[config.mk]
export PLATFORM = sky130hd
export DESIGN_NAME = triangle_span_scheduler_flat
export DESIGN_NICKNAME = d
export VERILOG_FILES = /design/src/rtl/triangle_span_scheduler_if.sv /design/src/rtl/triangle_span_scheduler.sv /design/src/flat_wrapper.sv
export SDC_FILE = /design/constraint.sdc
export NUM_CORES = 1
export LEC_CHECK = 0
export CAP_MARGIN = 0
export CORE_ASPECT_RATIO = 2
export CORE_MARGIN = 1.5
export CORE_UTILIZATION = 55
export CTS_CLUSTER_DIAMETER = 60
export DETAILED_ROUTE_END_ITERATION = 10
export MAX_ROUTING_LAYER = met4
export PLACE_DENSITY = 0.95
export SYNTH_ARGS = -nofsm -noshare
export SYNTH_HDL_FRONTEND = slang
export SYNTH_SLANG_ARGS = --single-unit
[constraint.sdc]
create_clock -name clk -period 8.95 [get_ports clk]
set_input_delay 1.79 -clock clk [delete_from_list [all_inputs] [get_ports clk]]
set_output_delay 1.79 -clock clk [all_outputs]
set_load 0.005 [all_outputs]
[src/rtl/triangle_span_scheduler_if.sv]
// Bundle of all handshake and data signals of triangle_span_scheduler.
// Ports: triangle in (v*, tri_*), walker A/B (ea_*, eb_*), span out (span_*).
// master: the scheduler's view; slave: the surrounding environment's view.
interface triangle_span_scheduler_if;
    logic [8:0] v0x, v0y, v1x, v1y, v2x, v2y;
    logic       tri_valid, tri_ready, tri_done;

    logic [8:0] ea_x1, ea_y1, ea_x2, ea_y2;
    logic       ea_start, ea_ack;
    logic [8:0] ea_x, ea_y;
    logic       ea_valid, ea_done;

    logic [8:0] eb_x1, eb_y1, eb_x2, eb_y2;
    logic       eb_start, eb_ack;
    logic [8:0] eb_x, eb_y;
    logic       eb_valid, eb_done;

    logic [8:0] span_y, span_xl, span_xr;
    logic       span_valid, span_ready;

    modport master (
        input  v0x, v0y, v1x, v1y, v2x, v2y, tri_valid,
        output tri_ready, tri_done,
        output ea_x1, ea_y1, ea_x2, ea_y2, ea_start, ea_ack,
        input  ea_x, ea_y, ea_valid, ea_done,
        output eb_x1, eb_y1, eb_x2, eb_y2, eb_start, eb_ack,
        input  eb_x, eb_y, eb_valid, eb_done,
        output span_y, span_xl, span_xr, span_valid,
        input  span_ready
    );

    modport slave (
        output v0x, v0y, v1x, v1y, v2x, v2y, tri_valid,
        input  tri_ready, tri_done,
        input  ea_x1, ea_y1, ea_x2, ea_y2, ea_start, ea_ack,
        output ea_x, ea_y, ea_valid, ea_done,
        input  eb_x1, eb_y1, eb_x2, eb_y2, eb_start, eb_ack,
        output eb_x, eb_y, eb_valid, eb_done,
        input  span_y, span_xl, span_xr, span_valid,
        output span_ready
    );
endinterface

[src/rtl/triangle_span_scheduler.sv]
// Triangle span scheduler: sorts three vertices by y, walks the long edge
// with walker A and the two short edges with walker B, and pairs their
// per-scanline points into inclusive spans (span_y, span_xl, span_xr).
// Ports: clk, reset_n (async, active low), bus (master modport):
//   triangle valid/ready in, tri_done pulse, walker A/B endpoints,
//   start/ack pulses and point inputs, span valid/ready out.
// Optional: define SPAN_CLIP_EN to drop spans with xl > XMAX and clamp
//   xr to XMAX; otherwise spans pass unmodified.
module triangle_span_scheduler #(
    parameter int XMAX = 319
) (
    input  logic                      clk,
    input  logic                      reset_n,
    triangle_span_scheduler_if.master bus
);

`ifdef SPAN_CLIP_EN
    localparam bit CLIP = 1'b1;
`else
    localparam bit CLIP = 1'b0;
`endif

    localparam logic [8:0] XLIM = 9'(XMAX);

    typedef enum logic [2:0] {
        IDLE,
        SORT,
        START,
        PAIR,
        EMIT,
        DRAIN
    } state_t;

    state_t     state;
    logic       seg;
    logic       ack_d;
    logic [8:0] lx0, ly0, lx1, ly1, lx2, ly2;
    logic [8:0] mid_x, mid_y, bot_x, bot_y;

    logic [1:0] r0, r1, r2;
    logic [8:0] tx, ty, mx, my, bx, by;

    logic       sample_ok;
    logic       pair_hit;
    logic       drop;
    logic [8:0] xl, xr, xr_c;

    // Rank = number of vertices ordered before this one; ties resolve
    // in favour of the lower input index, so the ranks form a permutation.
    always_comb begin
        r0 = 2'(ly1 < ly0) + 2'(ly2 < ly0);
        r1 = 2'(ly0 <= ly1) + 2'(ly2 < ly1);
        r2 = 2'(ly0 <= ly2) + 2'(ly1 <= ly2);
    end

    always_comb begin
        tx = lx0;
        ty = ly0;
        unique case (1'b1)
            r1 == 2'd0: begin tx = lx1; ty = ly1; end
            r2 == 2'd0: begin tx = lx2; ty = ly2; end
            default: ;
        endcase
    end

    always_comb begin
        mx = lx0;
        my = ly0;
        unique case (1'b1)
            r1 == 2'd1: begin mx = lx1; my = ly1; end
            r2 == 2'd1: begin mx = lx2; my = ly2; end
            default: ;
        endcase
    end

    always_comb begin
        bx = lx0;
        by = ly0;
        unique case (1'b1)
            r1 == 2'd2: begin bx = lx1; by = ly1; end
            r2 == 2'd2: begin bx = lx2; by = ly2; end
            default: ;
        endcase
    end

    // Walker valid/done lag a start or ack by one edge, so they are ignored
    // while a pulse is out and in the cycle after an ack.
    always_comb begin
        sample_ok = ~(bus.ea_start | bus.eb_start |
                      bus.ea_ack | bus.eb_ack | ack_d);
        pair_hit  = sample_ok & bus.ea_valid & bus.eb_valid;
        xl        = (bus.ea_x < bus.eb_x) ? bus.ea_x : bus.eb_x;
        xr        = (bus.ea_x < bus.eb_x) ? bus.eb_x : bus.ea_x;
        drop      = CLIP & (xl > XLIM);
        xr_c      = (CLIP && (xr > XLIM)) ? XLIM : xr;
    end

    always_ff @(posedge clk or negedge reset_n) begin
        if (!reset_n) begin
            state          <= IDLE;
            seg            <= 1'b0;
            ack_d          <= 1'b0;
            lx0            <= '0;
            ly0            <= '0;
            lx1            <= '0;
            ly1            <= '0;
            lx2            <= '0;
            ly2            <= '0;
            mid_x          <= '0;
            mid_y          <= '0;
            bot_x          <= '0;
            bot_y          <= '0;
            bus.tri_ready  <= 1'b0;
            bus.tri_done   <= 1'b0;
            bus.ea_start   <= 1'b0;
            bus.eb_start   <= 1'b0;
            bus.ea_ack     <= 1'b0;
            bus.eb_ack     <= 1'b0;
            bus.ea_x1      <= '0;
            bus.ea_y1      <= '0;
            bus.ea_x2      <= '0;
            bus.ea_y2      <= '0;
            bus.eb_x1      <= '0;
            bus.eb_y1      <= '0;
            bus.eb_x2      <= '0;
            bus.eb_y2      <= '0;
            bus.span_valid <= 1'b0;
            bus.span_y     <= '0;
            bus.span_xl    <= '0;
            bus.span_xr    <= '0;
        end else begin
            bus.tri_done <= 1'b0;
            bus.ea_start <= 1'b0;
            bus.eb_start <= 1'b0;
            bus.ea_ack   <= 1'b0;
            bus.eb_ack   <= 1'b0;
            ack_d        <= bus.ea_ack | bus.eb_ack;

            case (state)
                IDLE: begin
                    bus.tri_ready <= 1'b1;
                    if (bus.tri_valid && bus.tri_ready) begin
                        lx0           <= bus.v0x;
                        ly0           <= bus.v0y;
                        lx1           <= bus.v1x;
                        ly1           <= bus.v1y;
                        lx2           <= bus.v2x;
                        ly2           <= bus.v2y;
                        bus.tri_ready <= 1'b0;
                        state         <= SORT;
                    end
                end

                SORT: begin
                    mid_x        <= mx;
                    mid_y        <= my;
                    bot_x        <= bx;
                    bot_y        <= by;
                    bus.ea_x1    <= tx;
                    bus.ea_y1    <= ty;
                    bus.ea_x2    <= bx;
                    bus.ea_y2    <= by;
                    bus.eb_x1    <= tx;
                    bus.eb_y1    <= ty;
                    bus.eb_x2    <= mx;
                    bus.eb_y2    <= my;
                    bus.ea_start <= 1'b1;
                    bus.eb_start <= 1'b1;
                    state        <= START;
                end

                START: begin
                    seg   <= 1'b0;
                    state <= PAIR;
                end

                PAIR: begin
                    if (pair_hit) begin
                        if (drop) begin
                            bus.ea_ack <= 1'b1;
                            bus.eb_ack <= 1'b1;
                        end else begin
                            bus.span_y     <= bus.ea_y;
                            bus.span_xl    <= xl;
                            bus.span_xr    <= xr_c;
                            bus.span_valid <= 1'b1;
                            state          <= EMIT;
                        end
                    end else if (sample_ok && bus.eb_done) begin
                        if (!seg) begin
                            // Second short edge; A keeps its point pending.
                            bus.eb_x1    <= mid_x;
                            bus.eb_y1    <= mid_y;
                            bus.eb_x2    <= bot_x;
                            bus.eb_y2    <= bot_y;
                            bus.eb_start <= 1'b1;
                            seg          <= 1'b1;
                        end else begin
                            state <= DRAIN;
                        end
                    end
                end

                EMIT: begin
                    if (bus.span_ready) begin
                        bus.span_valid <= 1'b0;
                        bus.ea_ack     <= 1'b1;
                        bus.eb_ack     <= 1'b1;
                        state          <= PAIR;
                    end
                end

                DRAIN: begin
                    if (bus.ea_done) begin
                        bus.tri_done  <= 1'b1;
                        bus.tri_ready <= 1'b1;
                        state         <= IDLE;
                    end
                end

                default: state <= IDLE;
            endcase
        end
    end

endmodule
[src/flat_wrapper.sv]
// flat-port wrapper written by rule: the top's interface ports become plain ports
module triangle_span_scheduler_flat 
#(
    parameter int XMAX = 319
)
  (clk, reset_n, bus_v0x, bus_v0y, bus_v1x, bus_v1y, bus_v2x, bus_v2y, bus_tri_valid, bus_tri_ready, bus_tri_done, bus_ea_x1, bus_ea_y1, bus_ea_x2, bus_ea_y2, bus_ea_start, bus_ea_ack, bus_ea_x, bus_ea_y, bus_ea_valid, bus_ea_done, bus_eb_x1, bus_eb_y1, bus_eb_x2, bus_eb_y2, bus_eb_start, bus_eb_ack, bus_eb_x, bus_eb_y, bus_eb_valid, bus_eb_done, bus_span_y, bus_span_xl, bus_span_xr, bus_span_valid, bus_span_ready);
  triangle_span_scheduler_if bus_i ();
  input  logic clk;
  input  logic reset_n;
  input wire logic [$bits(bus_i.v0x)-1:0] bus_v0x;
  input wire logic [$bits(bus_i.v0y)-1:0] bus_v0y;
  input wire logic [$bits(bus_i.v1x)-1:0] bus_v1x;
  input wire logic [$bits(bus_i.v1y)-1:0] bus_v1y;
  input wire logic [$bits(bus_i.v2x)-1:0] bus_v2x;
  input wire logic [$bits(bus_i.v2y)-1:0] bus_v2y;
  input wire logic [$bits(bus_i.tri_valid)-1:0] bus_tri_valid;
  output wire logic [$bits(bus_i.tri_ready)-1:0] bus_tri_ready;
  output wire logic [$bits(bus_i.tri_done)-1:0] bus_tri_done;
  output wire logic [$bits(bus_i.ea_x1)-1:0] bus_ea_x1;
  output wire logic [$bits(bus_i.ea_y1)-1:0] bus_ea_y1;
  output wire logic [$bits(bus_i.ea_x2)-1:0] bus_ea_x2;
  output wire logic [$bits(bus_i.ea_y2)-1:0] bus_ea_y2;
  output wire logic [$bits(bus_i.ea_start)-1:0] bus_ea_start;
  output wire logic [$bits(bus_i.ea_ack)-1:0] bus_ea_ack;
  input wire logic [$bits(bus_i.ea_x)-1:0] bus_ea_x;
  input wire logic [$bits(bus_i.ea_y)-1:0] bus_ea_y;
  input wire logic [$bits(bus_i.ea_valid)-1:0] bus_ea_valid;
  input wire logic [$bits(bus_i.ea_done)-1:0] bus_ea_done;
  output wire logic [$bits(bus_i.eb_x1)-1:0] bus_eb_x1;
  output wire logic [$bits(bus_i.eb_y1)-1:0] bus_eb_y1;
  output wire logic [$bits(bus_i.eb_x2)-1:0] bus_eb_x2;
  output wire logic [$bits(bus_i.eb_y2)-1:0] bus_eb_y2;
  output wire logic [$bits(bus_i.eb_start)-1:0] bus_eb_start;
  output wire logic [$bits(bus_i.eb_ack)-1:0] bus_eb_ack;
  input wire logic [$bits(bus_i.eb_x)-1:0] bus_eb_x;
  input wire logic [$bits(bus_i.eb_y)-1:0] bus_eb_y;
  input wire logic [$bits(bus_i.eb_valid)-1:0] bus_eb_valid;
  input wire logic [$bits(bus_i.eb_done)-1:0] bus_eb_done;
  output wire logic [$bits(bus_i.span_y)-1:0] bus_span_y;
  output wire logic [$bits(bus_i.span_xl)-1:0] bus_span_xl;
  output wire logic [$bits(bus_i.span_xr)-1:0] bus_span_xr;
  output wire logic [$bits(bus_i.span_valid)-1:0] bus_span_valid;
  input wire logic [$bits(bus_i.span_ready)-1:0] bus_span_ready;
  assign bus_i.v0x = bus_v0x;
  assign bus_i.v0y = bus_v0y;
  assign bus_i.v1x = bus_v1x;
  assign bus_i.v1y = bus_v1y;
  assign bus_i.v2x = bus_v2x;
  assign bus_i.v2y = bus_v2y;
  assign bus_i.tri_valid = bus_tri_valid;
  assign bus_tri_ready = bus_i.tri_ready;
  assign bus_tri_done = bus_i.tri_done;
  assign bus_ea_x1 = bus_i.ea_x1;
  assign bus_ea_y1 = bus_i.ea_y1;
  assign bus_ea_x2 = bus_i.ea_x2;
  assign bus_ea_y2 = bus_i.ea_y2;
  assign bus_ea_start = bus_i.ea_start;
  assign bus_ea_ack = bus_i.ea_ack;
  assign bus_i.ea_x = bus_ea_x;
  assign bus_i.ea_y = bus_ea_y;
  assign bus_i.ea_valid = bus_ea_valid;
  assign bus_i.ea_done = bus_ea_done;
  assign bus_eb_x1 = bus_i.eb_x1;
  assign bus_eb_y1 = bus_i.eb_y1;
  assign bus_eb_x2 = bus_i.eb_x2;
  assign bus_eb_y2 = bus_i.eb_y2;
  assign bus_eb_start = bus_i.eb_start;
  assign bus_eb_ack = bus_i.eb_ack;
  assign bus_i.eb_x = bus_eb_x;
  assign bus_i.eb_y = bus_eb_y;
  assign bus_i.eb_valid = bus_eb_valid;
  assign bus_i.eb_done = bus_eb_done;
  assign bus_span_y = bus_i.span_y;
  assign bus_span_xl = bus_i.span_xl;
  assign bus_span_xr = bus_i.span_xr;
  assign bus_span_valid = bus_i.span_valid;
  assign bus_i.span_ready = bus_span_ready;
  triangle_span_scheduler #(.XMAX(XMAX)) u_core (.clk(clk), .reset_n(reset_n), .bus(bus_i));
endmodule
# After elaboration in Yosys (flattened, before gate mapping)
# Index checks and enable logic that the tools add are counted.
# totals
output_inout_bits	106
mem_bits_ro	0
latchBits	0
mem_bits_rw	0
n_memories	0
register_bits	182
# op_classes
order_cmp	5
muxes	49
n_reduce_logical	16
n_bitwise	7
eq_ne	18
div	0
n_addsub	2
n_shift	0
mul	0
# ops
operator	n
9-bit case mux with 2 select lines	10
9-bit 2-to-1 mux	14
9-bit less-or-equal comparator	3
9-bit less-than comparator	2
3-bit 2-to-1 mux	6
3-bit case mux with 6 select lines	1
1-bit 2-to-1 mux	14
2-bit != test (second input constant)	4
1-bit case mux with 2 select lines	4
2-bit nonzero test	4
3-bit by 2-bit equality test with 1-bit output (second input constant)	2
3-bit equality test (second input constant)	2
2-bit by 1-bit != test with 1-bit output (second input constant)	3
3-bit by 1-bit != test with 1-bit output (second input constant)	2
2-bit AND reduction	3
3-bit AND reduction	2
5-bit AND reduction	1
1-bit by 1-bit adder with 2-bit output	2
2-bit by 1-bit equality test with 1-bit output (second input constant)	2
2-bit equality test (second input constant)	2
2-bit logical NOT	2
1-bit OR	4
4-bit AND reduction	1
3-bit by 1-bit equality test with 1-bit output (second input constant)	1
other kinds (4)	6

# Depth between registers and ports, before layout
# Gate-level depths: netlist of the first run.
# logic_depth
depth_word	9
ltp_mapped	17
mapped_depth_nobuf	15

# Least setup slack after synthesis of the first run
# No wires, ideal clock.
# synth_timing
kind	input port to flip-flop
from	input bus_eb_x[6]
to	register u_core.bus.span_xl[8]
arrival_ns	3.188
n_path_buf	1
setup_ns	0.123
path_slack_ns	5.639
stages	8
required_ns	8.827
cell_sequence	inv_1 -> ha_1 -> and4_1 -> a221oi_2 -> nand2_2 -> buf_6 -> mux2i_1 -> a21oi_1
# synth_between
elab_chain_len	2
# synth_rtl
element	line_no	rtl
start: declaration	flat_wrapper.sv:35	input wire logic [$bits(bus_i.eb_x)-1:0] bus_eb_x;
9-bit less-than comparator	triangle_span_scheduler.sv:92	xl = (bus.ea_x < bus.eb_x) ? bus.ea_x : bus.eb_x;
9-bit 2-to-1 mux	triangle_span_scheduler.sv:92	
end signal: assignment	triangle_span_scheduler.sv:184	bus.span_xl <= xl;
end: declaration	triangle_span_scheduler_if.sv:28	output span_y, span_xl, span_xr, span_valid,
# No other way between the ends.
# A chain may end at the register's enable or synchronous reset.

# Final worst setup path of the first run
# layout_timing
from	register u_core.ly2[1]
to	register u_core.bus.eb_x2[7]
# layout_between
elab_chain_len	5
elab_cells_between_ends	9
cone_classes	add/sub: 2; order compare: 3; eq/ne: 2; mux: 2
# layout_rtl
element	line_no	rtl
start: declaration	triangle_span_scheduler.sv:37	logic [8:0] lx0, ly0, lx1, ly1, lx2, ly2;
start signal: assignment	triangle_span_scheduler.sv:148	ly2 <= bus.v2y;
9-bit less-or-equal comparator or 9-bit less-than comparator (tied branches)	triangle_span_scheduler.sv:53, triangle_span_scheduler.sv:52	
1-bit by 1-bit adder with 2-bit output, on equally long branches	triangle_span_scheduler.sv:53, triangle_span_scheduler.sv:52	
2-bit by 1-bit equality test with 1-bit output, on equally long branches	triangle_span_scheduler.sv:71, triangle_span_scheduler.sv:70	
9-bit case mux with 2 select lines *	triangle_span_scheduler.sv:69	unique case (1'b1)
9-bit case mux with 2 select lines *	triangle_span_scheduler.sv:139	case (state)
end signal: assignment	triangle_span_scheduler.sv:165	bus.eb_x2 <= mx;
end signal: assignment	triangle_span_scheduler.sv:194	bus.eb_x2 <= bot_x;
end: declaration	triangle_span_scheduler_if.sv:26	output eb_x1, eb_y1, eb_x2, eb_y2, eb_start, eb_ack,
# Mark *: on every way between the ends. The rest lies on a longest branch, timed or not.

==> impl_metrics.toml, run 1 <==
[run_status]
status = "completed"

[placement]
finalWeightedCongestion = 0.918
place_worst_setup_slack_ns = 4.75
numPortBuffers = 194
place.detailed.instances = 1247
hpwlAfterDp_um = 16400

[detailed_routing]
routed_wl_um = 23300
vias = 7558
route.detailed.wl_per_inst_um = 18.2
antenna_left = 0
drcViolationCount = 0
drt_pass1_iterations = 5
first_iter_violations = 725
avgViaCountPerCell = 5.91

[setup_path]
critPathMaxStageDelay_ns = 0.78
ff2ff_path_depth = 14
sum_of_buffers_and_inverters_on_the_critical_path = 1
crit_path_top_delay_cell = "sky130_fd_sc_hd__nor2_2"
worstSetupStartpointType = "register"
path_delay_family = "simple AND/OR/NAND/NOR gates"
crit_type = "register to register"
cp_data_required_time_ns = 9.29
cp_cell_sequence = "ha_1 > nor2b_1 > o21ai_0 > a21oi_1 > nor4_1 > o31a_1 > inv_1 > nor2_1 > ha_1 > nor2_2 > a21oi_1 > nand2_1 > o21ai_0 > o21ai_0"
critPathArrivalTime_ns = 4.28
worst-path-max-fanout = 19
cp_num_cells = 14
endpoint_kind = "register"
cell_repeated_most_along_the_worst_path = "sky130_fd_sc_hd__o21ai_0"

[clocking]
post_cts.resized_instances = 0
cts_inserted_buffers = 17
max-clock-path-buffers = 2
cts_tree = "done"
post_cts_hold_buffer_count = 0
htreeDepth = 4
postCtsSetupRepairBufs = 0
cts.sinks = 182
clk_pin_slew_ns = 0.07
cts_root_buffer = "sky130_fd_sc_hd__clkbuf_16"
clk_latency_ns = 0.43

[global_route]
grt_first_pass_wirelength_um = 37500
globalRoute.totalOverflow = 0
grt_pass1_vias = 7510
grt_start_max_net_pins = 110
gr-usage-all-layers_pct = 29.1
antenna_found_initial = 0

[timing]
worst_setup_slack_final_ns = 5.01
period_share_pct = 44.0
final.setup_skew_ns = 0.00955
timing_hold_violations_final = 0
tightest_slew_ns = 1.06
setup_viol_count_final = 0
finalCriticalPeriod_ns = 3.94
final.setup.tns_ns = 0
timing.max_slew.rel_slack_pct = 29.2
finalMaxSlewViolations = 0
unrepaired_setup_endpoints_after_global_routing = "false"
max_clock_freq_ghz = 0.254

[yosys]
avgSynthCellArea_um2 = 9.90
synthFlopType = "sky130_fd_sc_hd__dfrtp_1"
ys_warn_count = 0
synth_edf_count = 0
register_area_share_after_synthesis_pct = 50.9
proportion_of_synthesized_flip_flops_having_asynchronous_set_or_reset_pct = 100
synth.top_cell.area_share_pct = 50.9
synth_top_cell_by_area = "sky130_fd_sc_hd__dfrtp_1"
cell_area_synth_um2 = 8940
yosys.cell_types.count = 51
synth.top_cells.by_area = "sky130_fd_sc_hd__dfrtp_1 51%, sky130_fd_sc_hd__a21oi_1 5.6%, sky130_fd_sc_hd__ha_1 5.5%, sky130_fd_sc_hd__o21ai_0 5.2%, sky130_fd_sc_hd__nand2_1 5.0%"
ys_seq_elements = 182
synth.net_count = 1040
syn-instance-count = 903

[floorplanning]
initial_utilization_pct = 56.4
placementRows = 65
die-area_um2 = 17100
top_level_ports = 204
fp.dieW_um = 93.2
die_boundary_height_um = 183
core_area_um2 = 15900

[job]
timing.max_cap.violations = 0

[worst_hold_path]
timing.hold.worst_path_depth = 2
worst_hold_path_type = "register to register"

[final_layout]
most_used_cells_in_the_layout_excluding_fill_and_tap_cells = "193 x sky130_fd_sc_hd__clkdlybuf4s50_1, 182 x sky130_fd_sc_hd__dfrtp_1, 118 x sky130_fd_sc_hd__nand2_1"
layoutNonFillerInstCount = 1279
num_antenna_cells = 0
final_common_cell = "sky130_fd_sc_hd__clkdlybuf4s50_1"
final_layout_size_suffix_gt1_share_pct = 8.16
area_delta_synth_final_pct = 27.6
final_net_count = 1202

[power_and_ir_drop]
power_leakage_nw = 4.97
power.ir.vdd_worst_mv = 0.409
power_density_nw_per_um2 = 488
-- worst min-delay path: cells and delay by family (launching register included) --
family / cells / cell delay, ns
and+or+nand+nor: 1 / 0.04
DFF: 1 / 0.34
AOI/OAI and AO/OA: 1 / 0.06
-- per-layer routing --
layer,GRT usage (%),up-vias,wire [um]
li1,-,3508,-
met1,32.5,3618,8680
met2,49.6,349,12400
met3,3.73,83,1150
met4,16.1,0,1140
met5,-,-,0
-- final timing paths --
kind | slack, ns | from | endpoint
setup / recovery | 5.01 | u_core.ly2[1] | u_core.bus.eb_x2[7]
hold / removal | 0.47 | u_core.bus.eb_x1[2] | u_core.bus.eb_x1[2]
setup reg to reg | 5.01 | u_core.ly2[1] | u_core.bus.eb_x2[7]
hold reg to reg | 0.47 | u_core.bus.eb_x1[2] | u_core.bus.eb_x1[2]
max in group asynchronous | 5.89 | reset_n | u_core.ly2[4]
min in group asynchronous | 1.45 | reset_n | u_core.lx2[3]
-- report_power, final --
group,internal (W),total [W],switching (W)
logic,0.00142,0.00325,0.00183
registers,0.00125,0.00162,0.000364
clock network,0.000364,0.000697,0.000333
total,0.00303,0.00557,0.00253
-- cells by family (layout without fill, tap and decap cells) --
logic type | after synthesis | in the layout | share of synthesized area (%)
AOI/OAI and AO/OA | 291 | 291 | 19.3
xor gates and xnor gates | 1 | 1 | 0.0980
adders and majority gates | 39 | 39 | 5.46
buffers and inverters | 91 | 266 | 5.16
DFF | 182 | 182 | 50.9
muxes | 64 | 64 | 7.80
and+or+nand+nor | 235 | 235 | 11.3
-- layout make-up --
class | count | area [um^2]
clock buffers | 19 | 433
clock inverters | 13 | 111
fillers | 1090 | 4450
inverters | 32 | 120
multi-input cells | 630 | 3940
flip-flops and latches | 182 | 4550
well taps | 201 | 251
repair buffers | 202 | 2000
-- cell usage after synthesis, drive strengths merged (3+ instances only) --
master	number
and3	3
nand3	6
nor4	4
a22oi	18
o21ai	101
inv	32
nand2	120
nor2b	5
mux2i	19
dfrtp	182
nor2	84
a22o	37
clkbuf	18
ha	39
o21a	4
buf	41
a21oi	100
mux2	45
a31oi	19
nor3	3
-- metrics by stage --
step	instance area, um^2	hold slack (ns)	utilization, %	total power (W)
after floorplan	8940	0.467	-	0.00361
after global placement	10900	0.462	68.5	0.00462
after detailed placement	10900	0.469	68.5	0.00476
after CTS	11400	0.485	71.9	0.00551
after global routing	11400	0.501	71.9	0.00596
final	11400	0.475	71.9	0.00557
Note: power is estimated with default switching activity, not from simulation.
==> run 2: changes to the inputs <==
--- a/config.mk
+++ b/config.mk
@@ -8,11 +8,11 @@
 export CAP_MARGIN = 0
 export CORE_ASPECT_RATIO = 2
 export CORE_MARGIN = 1.5
-export CORE_UTILIZATION = 55
+export CORE_UTILIZATION = 46
 export CTS_CLUSTER_DIAMETER = 60
 export DETAILED_ROUTE_END_ITERATION = 10
 export MAX_ROUTING_LAYER = met4
-export PLACE_DENSITY = 0.95
+export PLACE_DENSITY = 0.88
 export SYNTH_ARGS = -nofsm -noshare
 export SYNTH_HDL_FRONTEND = slang
 export SYNTH_SLANG_ARGS = --single-unit
==> constraint.sdc (replaced) <==
create_clock -name clk -period 3.3 [get_ports clk]
set_input_delay 0.66 -clock clk [delete_from_list [all_inputs] [get_ports clk]]
set_output_delay 0.66 -clock clk [all_outputs]
set_load 0.005 [all_outputs]
==> impl_metrics.toml, run 2 (synthesis results as in run 1) <==
[timing]
tightest_slew_ns = 1.01
final.setup_skew_ns = 0.00889
period_share_pct = 94.6
timing_hold_violations_final = 0
finalMaxSlewViolations = 0
finalCriticalPeriod_ns = 3.12
setup_viol_count_final = 0
max_clock_freq_ghz = 0.320
timing.max_slew.rel_slack_pct = 32.7
final.setup.tns_ns = 0
unrepaired_setup_endpoints_after_global_routing = "false"

[power_and_ir_drop]
power_density_nw_per_um2 = 1340
total_power_w = 0.0157
power.ir.vdd_worst_mv = 0.778
power_leakage_nw = 5.11

[job]
timing.max_cap.violations = 0

[final_layout]
fin_util_pct = 61.3
final_layout_size_suffix_gt1_share_pct = 10.5
final_common_cell = "sky130_fd_sc_hd__clkdlybuf4s50_1"
area_delta_synth_final_pct = 31.5
num_antenna_cells = 0
fillers = 1544
multiInputGateArea_um2 = 3980
final_net_count = 1219
ff_latch_area_um2 = 4550
most_used_cells_in_the_layout_excluding_fill_and_tap_cells = "193 x sky130_fd_sc_hd__clkdlybuf4s50_1, 182 x sky130_fd_sc_hd__dfrtp_1, 118 x sky130_fd_sc_hd__nand2_1"

[setup_path]
path_delay_family = "compound AO/OA/AOI/OAI gates"
worstSetupStartpointType = "register"
cell_repeated_most_along_the_worst_path = "sky130_fd_sc_hd__a21oi_1"
critPathMaxStageDelay_ns = 0.40
sum_of_buffers_and_inverters_on_the_critical_path = 2
critPathArrivalTime_ns = 3.40
crit_type = "register to register"
cp_data_required_time_ns = 3.58
cp_cell_sequence = "inv_1 > ha_1 > a211o_1 > o221ai_1 > a21oi_1 > o21ai_1 > a21oi_1 > ha_1 > buf_4 > a22o_1 > a21oi_1 > nand2_1 > o21ai_0 > o21ai_0"
crit_path_top_delay_cell = "sky130_fd_sc_hd__dfrtp_1"
worst-path-max-fanout = 18
endpoint_kind = "register"

[placement]
numPortBuffers = 194
finalWeightedCongestion = 0.928
hpwlAfterDp_um = 17600

[global_route]
grt_pass1_vias = 7577
met3_usage_pct = 3.84
grt_start_max_net_pins = 110
grt_first_pass_wirelength_um = 38200
grt_busiest_layer = "met2"
globalRoute.totalOverflow = 0
antenna_found_initial = 0
groute.layer.met2.usage_pct = 41.3
gr-usage-all-layers_pct = 24.9
grtUsageMet1_pct = 27.0

[floorplanning]
initial_utilization_pct = 46.6
fp.dieW_um = 102
die-area_um2 = 20300
die_boundary_height_um = 200
placementRows = 72
top_level_ports = 204
core_area_um2 = 19200

[clocking]
cts.sinks = 182
htreeDepth = 4
cts_root_buffer = "sky130_fd_sc_hd__clkbuf_16"
clk_pin_slew_ns = 0.07
cts_inserted_buffers = 17
cts_tree = "done"
clk_latency_ns = 0.43
max-clock-path-buffers = 2

[run_status]
status = "completed"

[detailed_routing]
route.detailed.wl_per_inst_um = 17.7
vias = 7530
drcViolationCount = 0
first_iter_violations = 473
routed_wl_um = 24000
antenna_left = 0
avgViaCountPerCell = 5.56
drt_pass1_iterations = 5

[worst_hold_path]
worst_hold_path_type = "input port to async pin"
## run 2: cell types whose count changed in the layout (fill, tap and decap cells not counted), moves of 3 or more
cell | previous run | this run
sky130_fd_sc_hd__a21oi_1 | 100 | 92
sky130_fd_sc_hd__a21oi_2 | 0 | 8
sky130_fd_sc_hd__buf_4 | 8 | 22
sky130_fd_sc_hd__bufinv_16 | 0 | 3
sky130_fd_sc_hd__inv_6 | 8 | 3
sky130_fd_sc_hd__o21ai_0 | 93 | 90
sky130_fd_sc_hd__o21ai_1 | 8 | 11
## run 2: per-layer routing
metal | share of wire, % | routed length (um)
met4 | 6.0 | 1440
met3 | 5.0 | 1210
met2 | 52 | 12600
met1 | 37 | 8770
met5 | 0 | 0
## run 2: cell type report
class	instances	share of cell area, %
well taps	259	2.76
flip-flops and latches	182	38.7
multi-input cells	630	33.8
inverters	32	1.02
repair buffers	219	18.4
clock inverters	12	1.44
clock buffers	20	3.80
## run 2: worst register-to-register path: stages (launching register included)
cell	delay (ns)
sky130_fd_sc_hd__dfrtp_1	0.40
sky130_fd_sc_hd__inv_1	0.09
sky130_fd_sc_hd__ha_1	0.33
sky130_fd_sc_hd__a211o_1	0.32
sky130_fd_sc_hd__o221ai_1	0.21
sky130_fd_sc_hd__a21oi_1	0.10
sky130_fd_sc_hd__o21ai_1	0.17
sky130_fd_sc_hd__a21oi_1	0.11
sky130_fd_sc_hd__ha_1	0.25
sky130_fd_sc_hd__buf_4	0.23
sky130_fd_sc_hd__a22o_1	0.20
sky130_fd_sc_hd__a21oi_1	0.27
sky130_fd_sc_hd__nand2_1	0.10
sky130_fd_sc_hd__o21ai_0	0.11
sky130_fd_sc_hd__o21ai_0	0.10
## run 2: final timing paths
| kind | startpoint | end | slack (ns) | depth (start not counted) |
|---|---|---|---|---|
| min in group clk | u_core.bus.eb_x1[2] | u_core.bus.eb_x1[2] | 0.48 | 2 |
| worst min-delay path | reset_n | u_core.bus.tri_ready | 0.25 | 1 |
| max in group asynchronous | reset_n | u_core.lx1[3] | 2.22 | 2 |
| worst min register to register | u_core.bus.eb_x1[2] | u_core.bus.eb_x1[2] | 0.48 | 2 |
| worst max-delay path | u_core.ly1[6] | u_core.bus.eb_y1[4] | 0.18 | 14 |
| worst max register to register | u_core.ly1[6] | u_core.bus.eb_y1[4] | 0.18 | 14 |
## run 2: report_power, final
group | internal (W) | switching [W]
Combinational | 0.00417 | 0.00503
Sequential | 0.00340 | 0.000992
Clock | 0.00123 | 0.000890
## run 2: repair_timing
item                                    4_1_cts  5_1_grt
hold buffers                                  0        0
resized for setup                             1       15
setup buffers                                 0        1
endpoints found under the setup margin        1       51
endpoints found under the hold margin         0        0
pin swaps                                     0        1
cloned                                        0        0
## run 2: stage by stage
step	instance area, um^2	cells	worst slack, ns	hold WS [ns]
after floorplan	8940	903	0.438	0.364
after global placement	11100	1321	0.0954	0.463
after detailed placement	11100	1321	0.0209	0.469
after CTS	11700	1353	0.0720	0.266
after global routing	11800	1354	0.0294	0.293
final	11800	1354	0.177	0.248
